File: src/rtl/bounce_pkg.sv
// Shared constants for the switch-bounce emulator: FSM state encoding,
// LFSR feedback taps, default seed and a small elaboration helper.
package bounce_pkg;

  // Prefixed so the literals cannot collide with the SETTLE parameter of the top.
  typedef enum logic [1:0] {
    S_IDLE   = 2'd0,
    S_BOUNCE = 2'd1,
    S_SETTLE = 2'd2
  } state_t;

  localparam logic [15:0] LFSR_TAPS    = 16'hB400;
  localparam logic [15:0] DEFAULT_SEED = 16'hACE1;

  function automatic int max_int(input int a, input int b);
    return (a > b) ? a : b;
  endfunction

endpackage

File: src/rtl/lfsr16.sv
// Free-running 16-bit Galois LFSR; a zero seed is replaced by 1 so the
// register can never lock up in the all-zero state.
module lfsr16
  import bounce_pkg::*;
(
  input  logic        clock,
  input  logic        reset,
  input  logic [15:0] seed,
  output logic [15:0] out
);

  logic [15:0] state_reg;

  always_ff @(posedge clock or posedge reset) begin
    if (reset) begin
      state_reg <= (seed == 16'h0000) ? 16'h0001 : seed;
    end else begin
      state_reg <= {1'b0, state_reg[15:1]} ^ (state_reg[0] ? LFSR_TAPS : 16'h0000);
    end
  end

  assign out = state_reg;

endmodule

File: src/rtl/bounce_generator.sv
// Switch-bounce emulator: turns a clean requested level into a burst of
// 2*BOUNCES+1 toggles with LFSR-randomised gaps, then holds for SETTLE cycles.
module bounce_generator
  import bounce_pkg::*;
#(
  parameter int          BOUNCES  = 3,
  parameter int          MIN_GAP  = 250,
  parameter int          GAP_BITS = 10,
  parameter int          SETTLE   = 25000,
  parameter logic [15:0] SEED     = DEFAULT_SEED
) (
  input  logic       clock,
  input  logic       reset,
  input  logic       press,
  output logic       raw,
  output logic       busy,
  output logic [7:0] bounce_count
);

  localparam int GAP_MAX = MIN_GAP + (1 << GAP_BITS) - 1;
  localparam int CNT_W   = $clog2(max_int(GAP_MAX, SETTLE) + 1);
  localparam int TOGGLES = 2 * BOUNCES + 1;
  localparam int TOG_W   = $clog2(TOGGLES + 1);
  localparam logic [15:0] GAP_MASK = 16'((32'd1 << GAP_BITS) - 32'd1);

  state_t             state_reg, state_next;
  logic               raw_reg, raw_next;
  logic               target_reg, target_next;
  logic [CNT_W-1:0]   cnt_reg, cnt_next;
  logic [TOG_W-1:0]   tog_reg, tog_next;
  logic [7:0]         count_reg, count_next, count_inc;
  logic [15:0]        lfsr;
  logic [CNT_W-1:0]   gap_value;

  lfsr16 u_lfsr (
    .clock (clock),
    .reset (reset),
    .seed  (SEED),
    .out   (lfsr)
  );

  assign gap_value = CNT_W'(MIN_GAP) + CNT_W'(lfsr & GAP_MASK);
  assign count_inc = (count_reg == 8'hFF) ? count_reg : count_reg + 8'd1;

  always_ff @(posedge clock or posedge reset) begin
    if (reset) begin
      state_reg  <= S_IDLE;
      raw_reg    <= 1'b0;
      target_reg <= 1'b0;
      cnt_reg    <= '0;
      tog_reg    <= '0;
      count_reg  <= 8'd0;
    end else begin
      state_reg  <= state_next;
      raw_reg    <= raw_next;
      target_reg <= target_next;
      cnt_reg    <= cnt_next;
      tog_reg    <= tog_next;
      count_reg  <= count_next;
    end
  end

  // The counter holds the remaining cycles to the next toggle (BOUNCE) or to
  // the end of the hold (SETTLE); a value of 1 means "this edge expires".
  always_comb begin
    state_next  = state_reg;
    raw_next    = raw_reg;
    target_next = target_reg;
    cnt_next    = cnt_reg;
    tog_next    = tog_reg;
    count_next  = count_reg;
    case (state_reg)
      S_IDLE: begin
        if (press != raw_reg) begin
          target_next = press;
          raw_next    = ~raw_reg;
          count_next  = 8'd1;
          tog_next    = TOG_W'(1);
          if (BOUNCES == 0) begin
            cnt_next   = CNT_W'(SETTLE);
            state_next = S_SETTLE;
          end else begin
            cnt_next   = gap_value;
            state_next = S_BOUNCE;
          end
        end
      end
      S_BOUNCE: begin
        if (cnt_reg == CNT_W'(1)) begin
          count_next = count_inc;
          tog_next   = tog_reg + TOG_W'(1);
          if (tog_reg == TOG_W'(TOGGLES - 1)) begin
            raw_next   = target_reg;
            cnt_next   = CNT_W'(SETTLE);
            state_next = S_SETTLE;
          end else begin
            raw_next = ~raw_reg;
            cnt_next = gap_value;
          end
        end else begin
          cnt_next = cnt_reg - CNT_W'(1);
        end
      end
      S_SETTLE: begin
        if (cnt_reg == CNT_W'(1)) begin
          state_next = S_IDLE;
        end else begin
          cnt_next = cnt_reg - CNT_W'(1);
        end
      end
      default: state_next = S_IDLE;
    endcase
  end

  assign raw          = raw_reg;
  assign busy         = (state_reg != S_IDLE);
  assign bounce_count = count_reg;

endmodule
File: config.mk
export PLATFORM = sky130hd
export DESIGN_NAME = bounce_generator
export DESIGN_NICKNAME = d
export VERILOG_FILES = /design/src/rtl/bounce_pkg.sv /design/src/rtl/lfsr16.sv /design/src/rtl/bounce_generator.sv
export SDC_FILE = /design/constraint.sdc
export NUM_CORES = 1
export LEC_CHECK = 0
export ABC_AREA = 1
export BUFFER_PORTS_ARGS = -buffer_cell sky130_fd_sc_hd__buf_2
export CORE_ASPECT_RATIO = 1.75
export CORE_MARGIN = 3
export CORE_UTILIZATION = 45
export DETAILED_ROUTE_END_ITERATION = 10
export PLACE_DENSITY = 0.73
export SLEW_MARGIN = 20
export SYNTH_ARGS = -nofsm -noshare
export SYNTH_HDL_FRONTEND = slang
export SYNTH_SLANG_ARGS = --single-unit
File: constraint.sdc
create_clock -name clock -period 1.9 [get_ports clock]
set_input_delay 0.38 -clock clock [delete_from_list [all_inputs] [get_ports clock]]
set_output_delay 0.38 -clock clock [all_outputs]
set_load 0.1 [all_outputs]
==> impl_summary.md, run 1 <==
Setup path
The worst register-to-register path has a setup slack of between 0.15 and 0.2 ns. The signal on the critical path passes through inv_1 -> ha_2 -> clkinvlp_4 -> buf_12. The kind of cell adding the most delay to the critical path is buffers and inverters. At the worst endpoint, the arrival time is roughly 1.4 ns. In this run the critical register-to-register path is launched from cnt_reg[1].

The critical path capture point is busy. The worst setup path is captured at a primary output. The classification of the worst setup path is flop to primary output. Together, buffers and inverters on the worst path number 3. The startpoint class of the critical path is a flop.

The delay contributed by the slowest stage of the critical path is between 0.4 and 0.5 ns. In this run the critical register-to-register path is captured at cnt_reg[0]. Of all nets on the critical path, the largest fanout is 4.

The required time at the endpoint of the critical path is between 1.5 and 2 ns. The number of cells on the worst reg-to-reg path is 11. The most critical setup path has its startpoint at state_reg[1]. The total stage count of the critical path is 4. The cell with the largest stage delay on the worst path is dfrtp_1.

GRT
The first-pass GRT wire length is 10800 um. For this run, the total global-route usage over all layers was measured as 19.0%. The total congestion overflow after global routing is 0.

The number of global-route vias before repair is between 2000 and 2500. The number of antenna violations at the first check in global routing is 0. Entering global routing, the biggest net connects 47 pins.

Logic synthesis
The synthesized design contains 46 register bits. After Yosys synthesis, XOR and XNOR cells account for ~5.6% of the synthesized area. The number of flops mapped to enable cells by yosys is 0. After Yosys synthesis, and, or, nand and nor cells account for around a third of the synthesized area. The combinational family with the most area after synthesis is simple AND/OR/NAND/NOR gates. The dominant register cell in the synthesized netlist is dfrtp_1. The warning count from the yosys run is 0.

In this run the cell area of the synthesized design comes to ~2800 sq um. Summing the areas of all fa, ha and maj instances in the mapped netlist gives under 10% of the synthesized area. The fraction of registers with async set or reset after synthesis is 100%.

After synthesis, the largest area contributor takes up 33.8% of total cell area. Synthesis handed over a netlist of 366 instances. The fraction of the mapped netlist area in compound gates is a little over a tenth. The sequential-to-total area share from yosys stat is 41.3%. The multiplexer fraction of the synthesized cell area is 0%. The count of distinct cell types in the synthesized netlist is 32. The leading area contributor after synthesis is dfrtp_1.

The synthesized net count is 379. The post-synthesis area per instance is 7.69 sq um. Yosys attributes the largest share of cell area to dfrtp_1 34%, nand2_1 15%, dfstp_2 7.5%.

CTS
The post-CTS clock slew at the launch and capture registers of the worst setup and hold paths is 0.09 ns. The clock latency on the worst-skew pair is slightly above 0.3 ns. The clock tree from TritonCTS is built. The CTS sink count is between 40 and 50. The tree is rooted in a clkbuf_8. The clock tree synthesis step divided the H-tree into 2 levels. The number of CTS-inserted buffers is 5.

The number of buffers on the longest clock path is 2.

Route
For this run, design rule violations remaining after detail routing come to 0. Before antenna repair, the detailed router went through 4 iterations. The routed wire length is ~6300 um. Once detail routing completed, the nets flagged for antenna violations numbered 0. Dividing the detail-routed via count by the number of cells gives between 5 and 6. Dividing the detail-routed wire length by the instance count gives 13.4 um. The via count is approximately 2400. The detailed router's first-iteration violation count is between 100 and 150.

STA
The number of max-slew violations in the final report is 0. For the pin with the worst max-slew slack, the measured transition is roughly 0.6 ns. The maximum clock skew at final layout is 0.0111 ns. The worst path uses 91.4% of the clock period. The remaining max-slew budget at the tightest pin is about three fifths.

Setup violations remaining at the end of the flow were counted as 0. Setup repair after global routing left no endpoint under its margin. The time the worst path needs with I/O delays and setup is between 1.5 and 2 ns. On the final layout, the worst hold slack is between 0.15 and 0.2 ns.

The final setup TNS is 0 ns. The fmax is around 580 MHz. The number of hold violations in the final report was 0.

Run
Across the run, the number of max-cap violations was 0.

Power and ir drop
The sequential cell fraction of total power is 29.0%. Per report_power, the clock group accounts for 11.9% of the total. The combinational cell fraction of total power is 59.1%. The peak supply drop is roughly 1.1 mV. The power density relative to cell area is 1570 nW/um^2. The total design power is 0.00501 W.

The internal power summed over all cells is roughly 0.0025 W. For this design the total switching power over the nets is roughly 0.0026 W. In this run switching power makes up 51.1% of total power. The static leakage is between 1.5 and 2 nW.

Placement
The last weighted congestion value of the routability-driven placer is around 0.93. The final HPWL from detailed placement is roughly 4800 um. In this run, placement finished with an instance count of 458. The number of buffers added on ports is 12.

Floorplanning
The initial standard-cell utilization of the core is between 40% and 50%. The width of the chip is ~66 um. Row generation in the floorplan step produced 37 rows.

The I/O pin count is 13. The die extent in y is between 100 and 150 um. The floorplan die area is slightly above 7000 sq um.

The core footprint is 5970 sq um.

Worst hold path
The worst min-delay path category is primary input to async pin.

Status
The run finished with clean final reports.

Final layout
The area growth from synthesis to layout is 13.4%. The number of nets in the final layout is 408. The fraction of layout cells with a size suffix above 1 is about 21%. The flip-flop count of the largest register, all copies and words added is 16. The filler-free cell count of the finished design is between 400 and 500. The antenna diode count is 0.
[cell type report]
type	count	area, sq um
Clock inverter	2	13.8
Tap cell	78	97.6
Multi-Input combinational cell	278	1500
Inverter	37	148
Clock buffer	6	72.6
Sequential cell	46	1170
Timing Repair Buffer	27	188
Fill cell	578	2780
[kinds of logic after synthesis]
family / Yosys count
fa+ha+maj: 10
buf+inv: 42
xor+xnor: 18
simple gates: 200
compound gates: 50
flops: 46
[worst min path at each step]
stage | start | endpoint | slack, ns
2_1_floorplan | u_lfsr.out[12] | u_lfsr.out[11] | 0.33
3_3_place_gp | u_lfsr.out[12] | u_lfsr.out[11] | 0.35
3_5_place_dp | u_lfsr.out[12] | u_lfsr.out[11] | 0.36
4_1_cts | reset | u_lfsr.out[3] | 0.22
5_1_grt | reset | cnt_reg[9] | 0.24
6_report | reset | u_lfsr.out[3] | 0.19
[worst reg2reg max path, cell delays in order (launching register included)]
cell	delay (ns)
dfrtp_1	0.42
inv_1	0.10
ha_1	0.17
nand2_1	0.09
nor2_4	0.13
nand2_4	0.10
nand2_4	0.11
nand2_1	0.18
nand2_1	0.11
nand3_1	0.07
nand2_1	0.07
o21ai_1	0.07
[cell usage after synthesis, types with 8 or more instances]
cell	instances
a21oi_1	14
dfrtp_1	38
dfstp_2	8
ha_1	10
inv_1	35
nand2_1	110
nand3_1	30
nor2_1	31
nor2_2	8
o21ai_0	17
xor2_1	14
[layer usage]
metal / wire, um / share of wire, % / GRT usage (%)
met1: 2570 / 41 / 21.6
met2: 3260 / 51 / 31.8
met3: 163 / 2.6 / 2.85
met4: 333 / 5.3 / 12.0
met5: 0 / 0 / 0
[power by group through the flow]
stage / sequential [W] / combinational [W] / clock [W]
after global placement: 0.00146 / 0.00276 / 0
after CTS: 0.00145 / 0.00280 / 0.000613
after detailed placement: 0.00147 / 0.00279 / 0
after floorplan: 0.00171 / 0.00195 / 0
final: 0.00145 / 0.00296 / 0.000596
after global routing: 0.00148 / 0.00333 / 0.000646
[cell usage in the layout, fill, tap and decap left out, types with 2 or more instances in the layout]
master and count:
nor2_1 31, nand2_1 109, nand2_2 4, dfrtp_1 29, xor2_1 14, dfrtp_2 8, inv_1 33, o21ai_1 5
o21ai_0 16, buf_4 15, ha_1 9, dfstp_2 8, nor2_2 8, o21ai_2 5, inv_2 2, nand2_4 5
xnor2_1 4, a21oi_1 14, nand4_1 4, or2_2 3, clkinv_4 2, nor2_4 2, buf_2 11, nand3b_1 2
nand3_1 30, o21bai_1 4, clkbuf_8 5
[timing repair]
item	4_1_cts	5_1_grt
buffers inserted	0	8
hold buffers	0	0
setup endpoints to repair	0	14
hold endpoints to repair	0	0
resized for setup	0	1
[through the flow]
stage,util [%],cell area (sq um),setup slack (ns)
detailed placement,50.9,3040,0.0629
global placement,50.9,3040,0.114
finish,53.4,3190,0.163
CTS,52.3,3130,0.0420
floorplan,-,2850,-0.0600
global route,53.4,3190,0.00327
No activity file was read; power rests on OpenSTA's default activity.
==> run 2, diff against run 1 <==
- BUFFER_PORTS_ARGS: -buffer_cell sky130_fd_sc_hd__buf_2 -> -buffer_cell sky130_fd_sc_hd__clkbuf_2
- CORE_ASPECT_RATIO: 1.75 -> not set
- CORE_MARGIN: 3 -> not set
- CORE_UTILIZATION: 45 -> not set
- PLACE_DENSITY: 0.73 -> not set
- SYNTH_HIERARCHICAL: not set -> 1
==> run 2 against run 1 <==
Against the previous run: the run now fails in synthesis (1_2_yosys).
==> impl_summary.md, run 2 <==
Status
Result of the run: did not finish (was finished clean). The flow halted during synthesis (1_2_yosys). The first error in the log reads "ERROR: Found 16 problems in 'check -assert'".

Logic synthesis
The simple-gate area share of the yosys netlist is 44.2% (was 31.8%). The sequential-to-total area share from yosys stat is 29.0% (was 41.3%). The post-synthesis sequential element count is 30 (was 46). The fraction of the mapped netlist area in compound gates is 6.62% (was 10.6%).

The combinational family with the most area after synthesis is simple AND/OR/NAND/NOR gates (unchanged). The leading area contributor after synthesis was dfrtp_1 (unchanged). The xor/xnor cell area share of the yosys netlist was 5.41% (was 5.60%).

The dominant register cell in the synthesized netlist is dfrtp_1 (unchanged). The count of distinct cell types in the synthesized netlist is 29 (was 32). The warning count from the yosys run came to 0 (unchanged). The multiplexer fraction of the synthesized cell area is 0% (unchanged). The fraction of registers with async set or reset after synthesis is 100% (unchanged).

The post-synthesis share of cell area spent on full adders, half adders and majority gates is 4.83% (was 4.45%). The top cell type's share of synthesized area is 29.0% (was 33.8%). The number of flops mapped to enable cells by yosys is 0 (unchanged). The cell count in the Yosys report is 417. Post-synthesis, Yosys gives the total cell area as between 2000 and 3000 sq um. Largest cells by area after synthesis: dfrtp_1 29%, nand2_1 24%, inv_1 6.2% (was dfrtp_1 34%, nand2_1 15%, dfstp_2 7.5%).

Most common library cells after synthesis: 163 x nand2_1, 43 x inv_1, 43 x nor2_1 (was 110 x nand2_1, 38 x dfrtp_1, 35 x inv_1). The most instantiated library cell after synthesis is nand2_1 (unchanged).
## run 2: cell types whose count changed after synthesis, moves of 5 or more
| cell | delta |
|---|---|
| nand2_1 | +53 |
| inv_1 | +8 |
| nor2_1 | +12 |
| a21oi_1 | -5 |
| dfrtp_1 | -8 |
| dfstp_2 | -8 |
| clkbuf_1 | +14 |
## run 2: logic make-up after synthesis
family	after synthesis
AOI/OAI and AO/OA	28
xor gates and xnor gates	16
adders and majority gates	10
buffers and inverters	64
DFF	30
other	2
and+or+nand+nor	267
